--- src/rtl/flex_counter_pkg.sv ---
// Shared types for the multi-channel flex counter.
// Optional sticky rollover capture is enabled by defining ROLLOVER_STICKY_EN.
package flex_counter_pkg;

    typedef enum logic [1:0] {
        CNT_WRAP    = 2'b00,
        CNT_SAT     = 2'b01,
        CNT_ONESHOT = 2'b10,
        CNT_RSVD    = 2'b11
    } cnt_mode_t;

    typedef enum logic {
        RUN  = 1'b0,
        HALT = 1'b1
    } ch_state_t;

endpackage

--- src/rtl/flex_counter_ch.sv ---
// One counter channel: count, terminal flag, run/halt state.
// Defining ROLLOVER_STICKY_EN adds a sticky rollover bit with its own clear.
module flex_counter_ch
    import flex_counter_pkg::*;
#(
    parameter int W = 4
) (
    input  logic         clk_i,
    input  logic         rst_i,
    input  logic         clear_i,
    input  logic         en_i,
    input  logic         down_i,
    input  logic         load_i,
    input  logic [W-1:0] load_val_i,
    input  logic [W-1:0] roll_val_i,
    input  logic [1:0]   mode_i,
`ifdef ROLLOVER_STICKY_EN
    input  logic         sticky_clr_i,
    output logic         sticky_o,
`endif
    output logic [W-1:0] count_o,
    output logic         flag_o
);

    localparam logic [W-1:0] ZERO = '0;
    localparam logic [W-1:0] ONE  = W'(1);

    logic [W-1:0] cnt_q, cnt_d;
    logic         flag_q, flag_d;
    ch_state_t    st_q, st_d;
    logic [W-1:0] term;
    logic         halt_now;

    assign term = down_i ? ZERO : roll_val_i;

    always_comb begin
        cnt_d    = cnt_q;
        flag_d   = flag_q;
        st_d     = st_q;
        halt_now = 1'b0;
        if (clear_i) begin
            cnt_d  = ZERO;
            flag_d = 1'b0;
            st_d   = RUN;
        end else if (load_i) begin
            cnt_d  = load_val_i;
            flag_d = (load_val_i == term);
            st_d   = RUN;
        end else if (en_i && st_q == RUN) begin
            if (roll_val_i == ZERO) begin
                flag_d = 1'b0;
            end else begin
                // Terminal checks come first so +1/-1 never wraps modulo 2^W.
                if (!down_i) begin
                    if (cnt_q < roll_val_i) begin
                        cnt_d = cnt_q + ONE;
                    end else begin
                        case (cnt_mode_t'(mode_i))
                            CNT_SAT:     cnt_d = roll_val_i;
                            CNT_ONESHOT: begin
                                cnt_d    = ZERO;
                                halt_now = 1'b1;
                            end
                            default:     cnt_d = ONE;
                        endcase
                    end
                end else begin
                    if (cnt_q != ZERO) begin
                        cnt_d = cnt_q - ONE;
                    end else begin
                        case (cnt_mode_t'(mode_i))
                            CNT_SAT:     cnt_d = ZERO;
                            CNT_ONESHOT: halt_now = 1'b1;
                            default:     cnt_d = roll_val_i;
                        endcase
                    end
                end
                st_d   = halt_now ? HALT : RUN;
                flag_d = !halt_now && (cnt_d == term);
            end
        end
    end

    always_ff @(posedge clk_i or posedge rst_i) begin
        if (rst_i) begin
            cnt_q  <= ZERO;
            flag_q <= 1'b0;
            st_q   <= RUN;
        end else begin
            cnt_q  <= cnt_d;
            flag_q <= flag_d;
            st_q   <= st_d;
        end
    end

`ifdef ROLLOVER_STICKY_EN
    logic sticky_q, sticky_d;

    // A rising flag wins over a same-cycle clear.
    assign sticky_d = (flag_d && !flag_q) || (sticky_q && !sticky_clr_i);

    always_ff @(posedge clk_i or posedge rst_i) begin
        if (rst_i) sticky_q <= 1'b0;
        else       sticky_q <= sticky_d;
    end

    assign sticky_o = sticky_q;
`endif

    assign count_o = cnt_q;
    assign flag_o  = flag_q;

endmodule

--- src/rtl/flex_counter_mc.sv ---
// NUM_CH independent flex counters with packed I/O and a global rollover OR.
// Defining ROLLOVER_STICKY_EN adds sticky_clr/rollover_sticky per channel.
module flex_counter_mc
    import flex_counter_pkg::*;
#(
    parameter int NUM_CNT_BITS = 4,
    parameter int NUM_CH       = 2
) (
    input  logic                         clk,
    input  logic                         rst,
    input  logic [NUM_CH-1:0]            clear,
    input  logic [NUM_CH-1:0]            count_enable,
    input  logic [NUM_CH-1:0]            count_down,
    input  logic [NUM_CH-1:0]            load,
    input  logic [NUM_CH*NUM_CNT_BITS-1:0] load_val,
    input  logic [NUM_CH*NUM_CNT_BITS-1:0] rollover_val,
    input  logic [NUM_CH*2-1:0]          mode,
`ifdef ROLLOVER_STICKY_EN
    input  logic [NUM_CH-1:0]            sticky_clr,
    output logic [NUM_CH-1:0]            rollover_sticky,
`endif
    output logic [NUM_CH*NUM_CNT_BITS-1:0] count_out,
    output logic [NUM_CH-1:0]            rollover_flag,
    output logic                         any_rollover
);

    localparam int W = NUM_CNT_BITS;

    for (genvar c = 0; c < NUM_CH; c++) begin : g_ch
        flex_counter_ch #(.W(W)) u_ch (
            .clk_i        (clk),
            .rst_i        (rst),
            .clear_i      (clear[c]),
            .en_i         (count_enable[c]),
            .down_i       (count_down[c]),
            .load_i       (load[c]),
            .load_val_i   (load_val[c*W +: W]),
            .roll_val_i   (rollover_val[c*W +: W]),
            .mode_i       (mode[2*c +: 2]),
`ifdef ROLLOVER_STICKY_EN
            .sticky_clr_i (sticky_clr[c]),
            .sticky_o     (rollover_sticky[c]),
`endif
            .count_o      (count_out[c*W +: W]),
            .flag_o       (rollover_flag[c])
        );
    end

`ifdef ROLLOVER_STICKY_EN
    assign any_rollover = |rollover_sticky;
`else
    assign any_rollover = |rollover_flag;
`endif

endmodule

--- config.mk ---
export PLATFORM = sky130hd
export DESIGN_NAME = flex_counter_mc
export DESIGN_NICKNAME = d
export VERILOG_FILES = /design/src/rtl/flex_counter_pkg.sv /design/src/rtl/flex_counter_ch.sv /design/src/rtl/flex_counter_mc.sv
export SDC_FILE = /design/constraint.sdc
export NUM_CORES = 1
export LEC_CHECK = 0
export ABC_CLOCK_PERIOD_IN_PS = 2400
export BUFFER_PORTS_ARGS = -buffer_cell sky130_fd_sc_hd__buf_2
export CORE_ASPECT_RATIO = 0.8
export CORE_UTILIZATION = 40
export CTS_CLUSTER_DIAMETER = 150
export DETAILED_ROUTE_END_ITERATION = 12
export HOLD_SLACK_MARGIN = 0.05
export PLACE_DENSITY = 0.73
export SLEW_MARGIN = 20
export SYNTH_ARGS = -nofsm -noshare
export SYNTH_HDL_FRONTEND = slang
export SYNTH_SLANG_ARGS = --single-unit
--- constraint.sdc ---
create_clock -name clk -period 2.4 [get_ports clk]
set_input_delay 0.48 -clock clk [delete_from_list [all_inputs] [get_ports clk]]
set_output_delay 0.48 -clock clk [all_outputs]
set_load 0.05 [all_outputs]
# After elaboration in Yosys (flattened, before gate mapping)
# Index checks and enable logic that the tools add are counted.
op_classes:
  add_sub_neg: 4
  magnitude_cmp: 2
  n_eq_ne: 10
  n_mux: 62
  bitwise_logic: 2
  n_reduce_logical: 15
op_table:
  columns: ["op", "n"]
  rows:
  - ["4-bit two-way mux", 24]
  - ["1-bit two-way mux", 34]
  - ["4-bit case mux with 2 select lines", 4]
  - ["4-bit == test", 4]
  - ["4-bit by 1-bit adder with 4-bit output, second input constant", 2]
  - ["4-bit logical NOT", 2]
  - ["4-bit less-than comparator", 2]
  - ["4-bit nonzero test", 2]
  - ["4-bit by 1-bit subtractor with 4-bit output, second input constant", 2]
  - ["3-bit != test, second input constant", 2]
  - ["3-bit nonzero test", 2]
  - ["2-bit by 1-bit == test with 1-bit output, second input constant", 2]
  - ["2-bit == test, second input constant", 2]
  - ["1-bit logical AND", 4]
  - ["2-bit AND reduction", 2]
  - ["1-bit logical NOT", 2]
  - ["1-bit inverter", 2]
  - ["2-bit OR reduction", 1]
totals:
  reg_bits: 12
  in_bits: 30
  out_inout_bits: 11
  word_cells: 101

# Depth between registers and ports, before layout
logic_depth:
  word_depth: 14
  ltp_mapped: 11
  depth_no_buf: 9

# Modules after synthesis
# A second synthesis with hierarchy kept.
hier_totals:
  cells_unflattened: 270
  hier_area_um2: 2015.7
by_module_without_submodules:
  columns: ["module", "instances", "cells_per_inst", "area_each_um2", "seq_area_each_um2"]
  rows:
  - ["flex_counter_ch (g_ch[0].u_ch)", 1, 133, 1031.0, 150.1]
  - ["flex_counter_ch (g_ch[1].u_ch)", 1, 136, 978.4, 150.1]
  - ["flex_counter_mc", 1, 1, 6.3, 0.0]

# Worst setup path after synthesis
# No wires, ideal clock.
synth_path:
  kind: "input port to flip-flop"
  startpoint: "input port rollover_val[1]"
  endpoint: "register g_ch[0].u_ch.cnt_q[3]"
  setup_ps: 128
  arrival_ps: 2326
  required_ps: 2272
  setup_slack_ps: -54
  stages: 8
  n_path_buf: 1
  cell_sequence: "clkbuf_1 -> inv_1 -> ha_1 -> a2111oi_4 -> nor2_1 -> a311o_1 -> a311oi_1 -> nor3_1"
synth_via:
  elab_chain_cells: 11
  word_cells_on_any_way: 14
  classes_between: "order compare: 1; eq/ne: 1; mux: 10; reduce/logical: 2"
synth_rtl:
  columns: ["item", "line", "text"]
  rows:
  - ["from (decl)", "flex_counter_mc.sv:16", "input logic [NUM_CH*NUM_CNT_BITS-1:0] rollover_val,"]
  - ["4-bit less-than comparator", "flex_counter_ch.sv:55", "if (cnt_q < roll_val_i) begin"]
  - ["4-bit two-way mux", "flex_counter_ch.sv:55", null]
  - ["4-bit two-way mux", "flex_counter_ch.sv:54", "if (!down_i) begin"]
  - ["4-bit two-way mux", "flex_counter_ch.sv:50", "if (roll_val_i == ZERO) begin"]
  - ["4-bit two-way mux", "flex_counter_ch.sv:49", "end else if (en_i && st_q == RUN) begin"]
  - ["4-bit two-way mux", "flex_counter_ch.sv:45", "end else if (load_i) begin"]
  - ["4-bit two-way mux", "flex_counter_ch.sv:41", "if (clear_i) begin"]
  - ["4-bit two-way mux", "flex_counter_ch.sv:50", null]
  - ["4-bit two-way mux", "flex_counter_ch.sv:49", null]
  - ["4-bit two-way mux", "flex_counter_ch.sv:45", null]
  - ["4-bit two-way mux", "flex_counter_ch.sv:41", null]
  - ["to (signal assigned)", "flex_counter_ch.sv:90", "cnt_q <= cnt_d;"]
  - ["to (decl)", "flex_counter_ch.sv:28", "logic [W-1:0] cnt_q, cnt_d;"]
# Several ways; a longest one is shown, not always the timed one. The select of a mux whose other input is x is not followed.
# A chain may end at the register's enable or synchronous reset.

# Worst setup path after layout
layout_path:
  startpoint: "input port rollover_val[6]"
  endpoint: "register g_ch[1].u_ch.cnt_q[2]"
layout_via:
  elab_chain_cells: 11
  word_cells_on_any_way: 17
  classes_between: "order compare: 1; eq/ne: 1; mux: 13; reduce/logical: 2"
layout_rtl:
  columns: ["item", "line"]
  rows:
  - ["4-bit less-than comparator (tied with other cells)", "flex_counter_ch.sv:55"]
  - ["4-bit two-way mux, on equally long branches", "flex_counter_ch.sv:55, flex_counter_ch.sv:68"]
  - ["4-bit two-way mux", "flex_counter_ch.sv:54"]
  - ["4-bit two-way mux", "flex_counter_ch.sv:50"]
  - ["4-bit two-way mux", "flex_counter_ch.sv:49"]
  - ["4-bit two-way mux", "flex_counter_ch.sv:45"]
  - ["4-bit two-way mux", "flex_counter_ch.sv:41"]
  - ["4-bit two-way mux", "flex_counter_ch.sv:50"]
  - ["4-bit two-way mux", "flex_counter_ch.sv:49"]
  - ["4-bit two-way mux", "flex_counter_ch.sv:45"]
  - ["4-bit two-way mux", "flex_counter_ch.sv:41"]
  - ["to (signal assigned)", "flex_counter_ch.sv:90"]
  - ["to (decl)", "flex_counter_ch.sv:28"]
# Several ways; a longest one is shown, not always the timed one. The select of a mux whose other input is x is not followed.

==> run_results.csv <==
group,metric,value,unit
worst_setup_path,end_kind,"flop",
layout,layout-drive-gt1-share,26.8,%
synthesis,syn-num-nets,304,
global_routing,grt-ovfl-total,0,
status,outcome,"finished clean",
detailed_routing,drtIter0Drc,198,
worst_setup_path,path_class,"in2reg",
timing,fin_crit_sh,91.4,%
timing,timing.hold.ws,0.251,ns
place,place_inst,371,
global_routing,grt_usage,23.0,%
global_routing,grt_pass1_vias,1907,
synthesis,synth_warnings,0,
die,ios,41,
place,dpl.hpwl,4500,microns
detailed_routing,drcViolationCount,0,
die,die-area,5060,sq um
synthesis,synth_top_family_by_area,"compound AO/OA/AOI/OAI gates",
timing,skew,0.000500,ns
layout,n_antenna_cell,0,
timing,worst_pin_slew,0.621,ns
synthesis,synth_area_leaders,"dfrtp_1 16%, ha_1 9.2%, nor2_1 5.3%",
cts,cts_hold_buffers,0,
global_routing,grt_first_pass_wirelength,9250,microns
timing,setup-tns-final,0,ns
detailed_routing,ant_nets,0,
layout,area_growth,23.3,%
synthesis,syn-mean-instance-area,7.36,sq um
synthesis,synthSimpleGateAreaFrac,26.7,%
synthesis,yosysTopAreaCell,"dfrtp_1",
worst_setup_path,path_max_fanout,6,
worst_setup_path,r2r-start,"g_ch[0].u_ch.count_o[1]$_DFFE_PP0P_",
detailed_routing,detail_route.wl_per_cell,15.3,microns
worst_setup_path,rr_worst_depth,8,
worst_setup_path,cp-startpoint,"rollover_val[6]",
global_routing,grt_max_degree,18,
global_routing,antenna_found_initial,0,
synthesis,synth_edf_count,0,
die,rows,22,
cts,cts_setup_buffers,0,
run,cap_viol_max_count,0,
synthesis,syn_area,1910,sq um
synthesis,synthCells,260,
cts,h-tree-depth,1,
timing,drv_slew,0,
layout,final_cell_mix,"40 x buf_2, 28 x buf_4, 26 x nor2_1",
layout,layout_commonest_cell,"buf_2",
synthesis,synth-xor-area-share,5.04,%
die,die_y,63.9,microns
synthesis,ys_seq_elements,12,
timing,rsz0062_at_grt,"no",
cts,clock_latency,0.23,ns
detailed_routing,dr.pass1.iters,5,
synthesis,synth_seq_area_share,15.7,%
timing,hold_viol,0,
timing,setup_violations,0,
place,pre_cts_slack,0.00211,ns
timing,fmax,456,MHz
worst_setup_path,arrival,2.32,ns
synthesis,synth-compound-area-share,34.1,%
cts,numClockSinks,12,
cts,clkTransAtPathRegs,0.05,ns
synthesis,synthMuxAreaShare,0.523,%
timing,max-slew-margin-rel,58.5,%
timing,period_minus_slack,2.19,ns
die,die_x,79.3,microns
worst_setup_path,cp.required,2.52,ns
detailed_routing,wirelength,5740,microns
cts,cts_resized,0,
cts,numCtsBuffers,3,
timing,worst_slack,0.206,ns
place,place.gp.congestion,1.02,
cts,cts_tree,"done",
die,fp.coreArea,4600,sq um
synthesis,ys_types,55,
worst_setup_path,r2r_slack,0.22,ns
layout,layout.nets,360,
worst_setup_path,worstSetupStartpointType,"input port",
die,initial_core_util,41.6,%
synthesis,synth_ff_type,"dfrtp_1",
hold_path,hp-class,"in2async",
power,p_per_area,439,nW/um^2
cts,clockBufferDepth,2,
detailed_routing,vias,2195,
place,io_buffers,40,
layout,fillers,448,
synthesis,synth_adder_area_share,9.16,%
worst_setup_path,r2r_end,"g_ch[0].u_ch.flag_o$_DFFE_PP0P_",
synthesis,async_reset_ff_share,100,%
layout,layoutNonFillerInstCount,374,
power,leakage,0.00106,uW
worst_setup_path,cp-endpoint,"g_ch[1].u_ch.count_o[2]$_DFFE_PP0P_",
detailed_routing,viasPerCell,5.87,
cts,ctsRootBufferMaster,"clkbuf_8",
synthesis,synth_top_area_share,15.7,%
power,ir_drop,288,uV
critical path, stage by stage:
cell	delay [ns]
buf_2	0.12
inv_1	0.08
ha_1	0.24
o21a_1	0.15
nor2_1	0.05
buf_4	0.15
nor2_1	0.31
nor2_1	0.09
a311oi_1	0.32
o31ai_1	0.14
a22o_1	0.19
cell usage after synthesis (7+ instances only):
cell type / number
clkbuf_1: 11
a31oi_1: 8
a21oi_1: 12
nor2_1: 27
nor3_1: 9
o21ai_0: 16
nand3_1: 7
xnor2_1: 10
nand2_1: 21
dfrtp_1: 12
inv_1: 21
ha_1: 14
nor2b_1: 9
o211ai_1: 7
cells by family after synthesis:
logic type	Yosys count
and+or+nand+nor	97
AOI/OAI and AO/OA	87
buffers and inverters	38
adders and majority gates	14
DFF	12
xor gates and xnor gates	11
muxes	1
through the flow:
stage	cell area, sq um	util [%]	power [uW]
floorplan	1920	-	658
global placement	2320	50.4	839
detailed placement	2320	50.4	848
CTS	2360	51.3	1030
global route	2360	51.3	1110
finish	2360	51.3	1030
routing by layer:
metal  track usage (%)  up-vias  part of all wire (%)
li1                  -     1070                     -
met1              35.0     1005                    47
met2              33.4      118                    41
met3              5.57        2                    11
met4              1.59        0                  0.31
met5                 0        -                     0
flip-flops by register name (all words and copies together), names as in the netlist:
signal and cells:
g_ch.u_ch.count_o 8, g_ch.u_ch.flag_o 2, g_ch.u_ch.st_q 2
how the worst min path moves through the flow:
stage          startpoint                             endpoint  slack, ns
6_report              rst  g_ch[0].u_ch.count_o[0]$_DFFE_PP0P_       0.25
5_1_grt               rst      g_ch[0].u_ch.flag_o$_DFFE_PP0P_       0.29
4_1_cts               rst      g_ch[0].u_ch.flag_o$_DFFE_PP0P_       0.26
3_5_place_dp          rst        g_ch[1].u_ch.st_q$_DFFE_PP0P_       0.52
3_3_place_gp          rst  g_ch[0].u_ch.count_o[0]$_DFFE_PP0P_       0.52
2_1_floorplan         rst  g_ch[0].u_ch.count_o[0]$_DFFE_PP0P_       0.34
cell type report:
| type | count | area [sq um] | area share, % |
|---|---|---|---|
| well taps | 60 | 75.1 | 3.18 |
| clock buffers | 3 | 41.3 | 1.75 |
| inverters | 21 | 78.8 | 3.34 |
| multi-input cells | 210 | 1450 | 61.5 |
| flip-flops and latches | 12 | 303 | 12.8 |
| repair buffers | 68 | 410 | 17.4 |
where the power goes:
group          internal, uW  total, uW  switching (uW)
sequential              218        233            14.8
combinational           260        624             364
clock                   110        178            67.6
(Power assumes the default switching activity.)
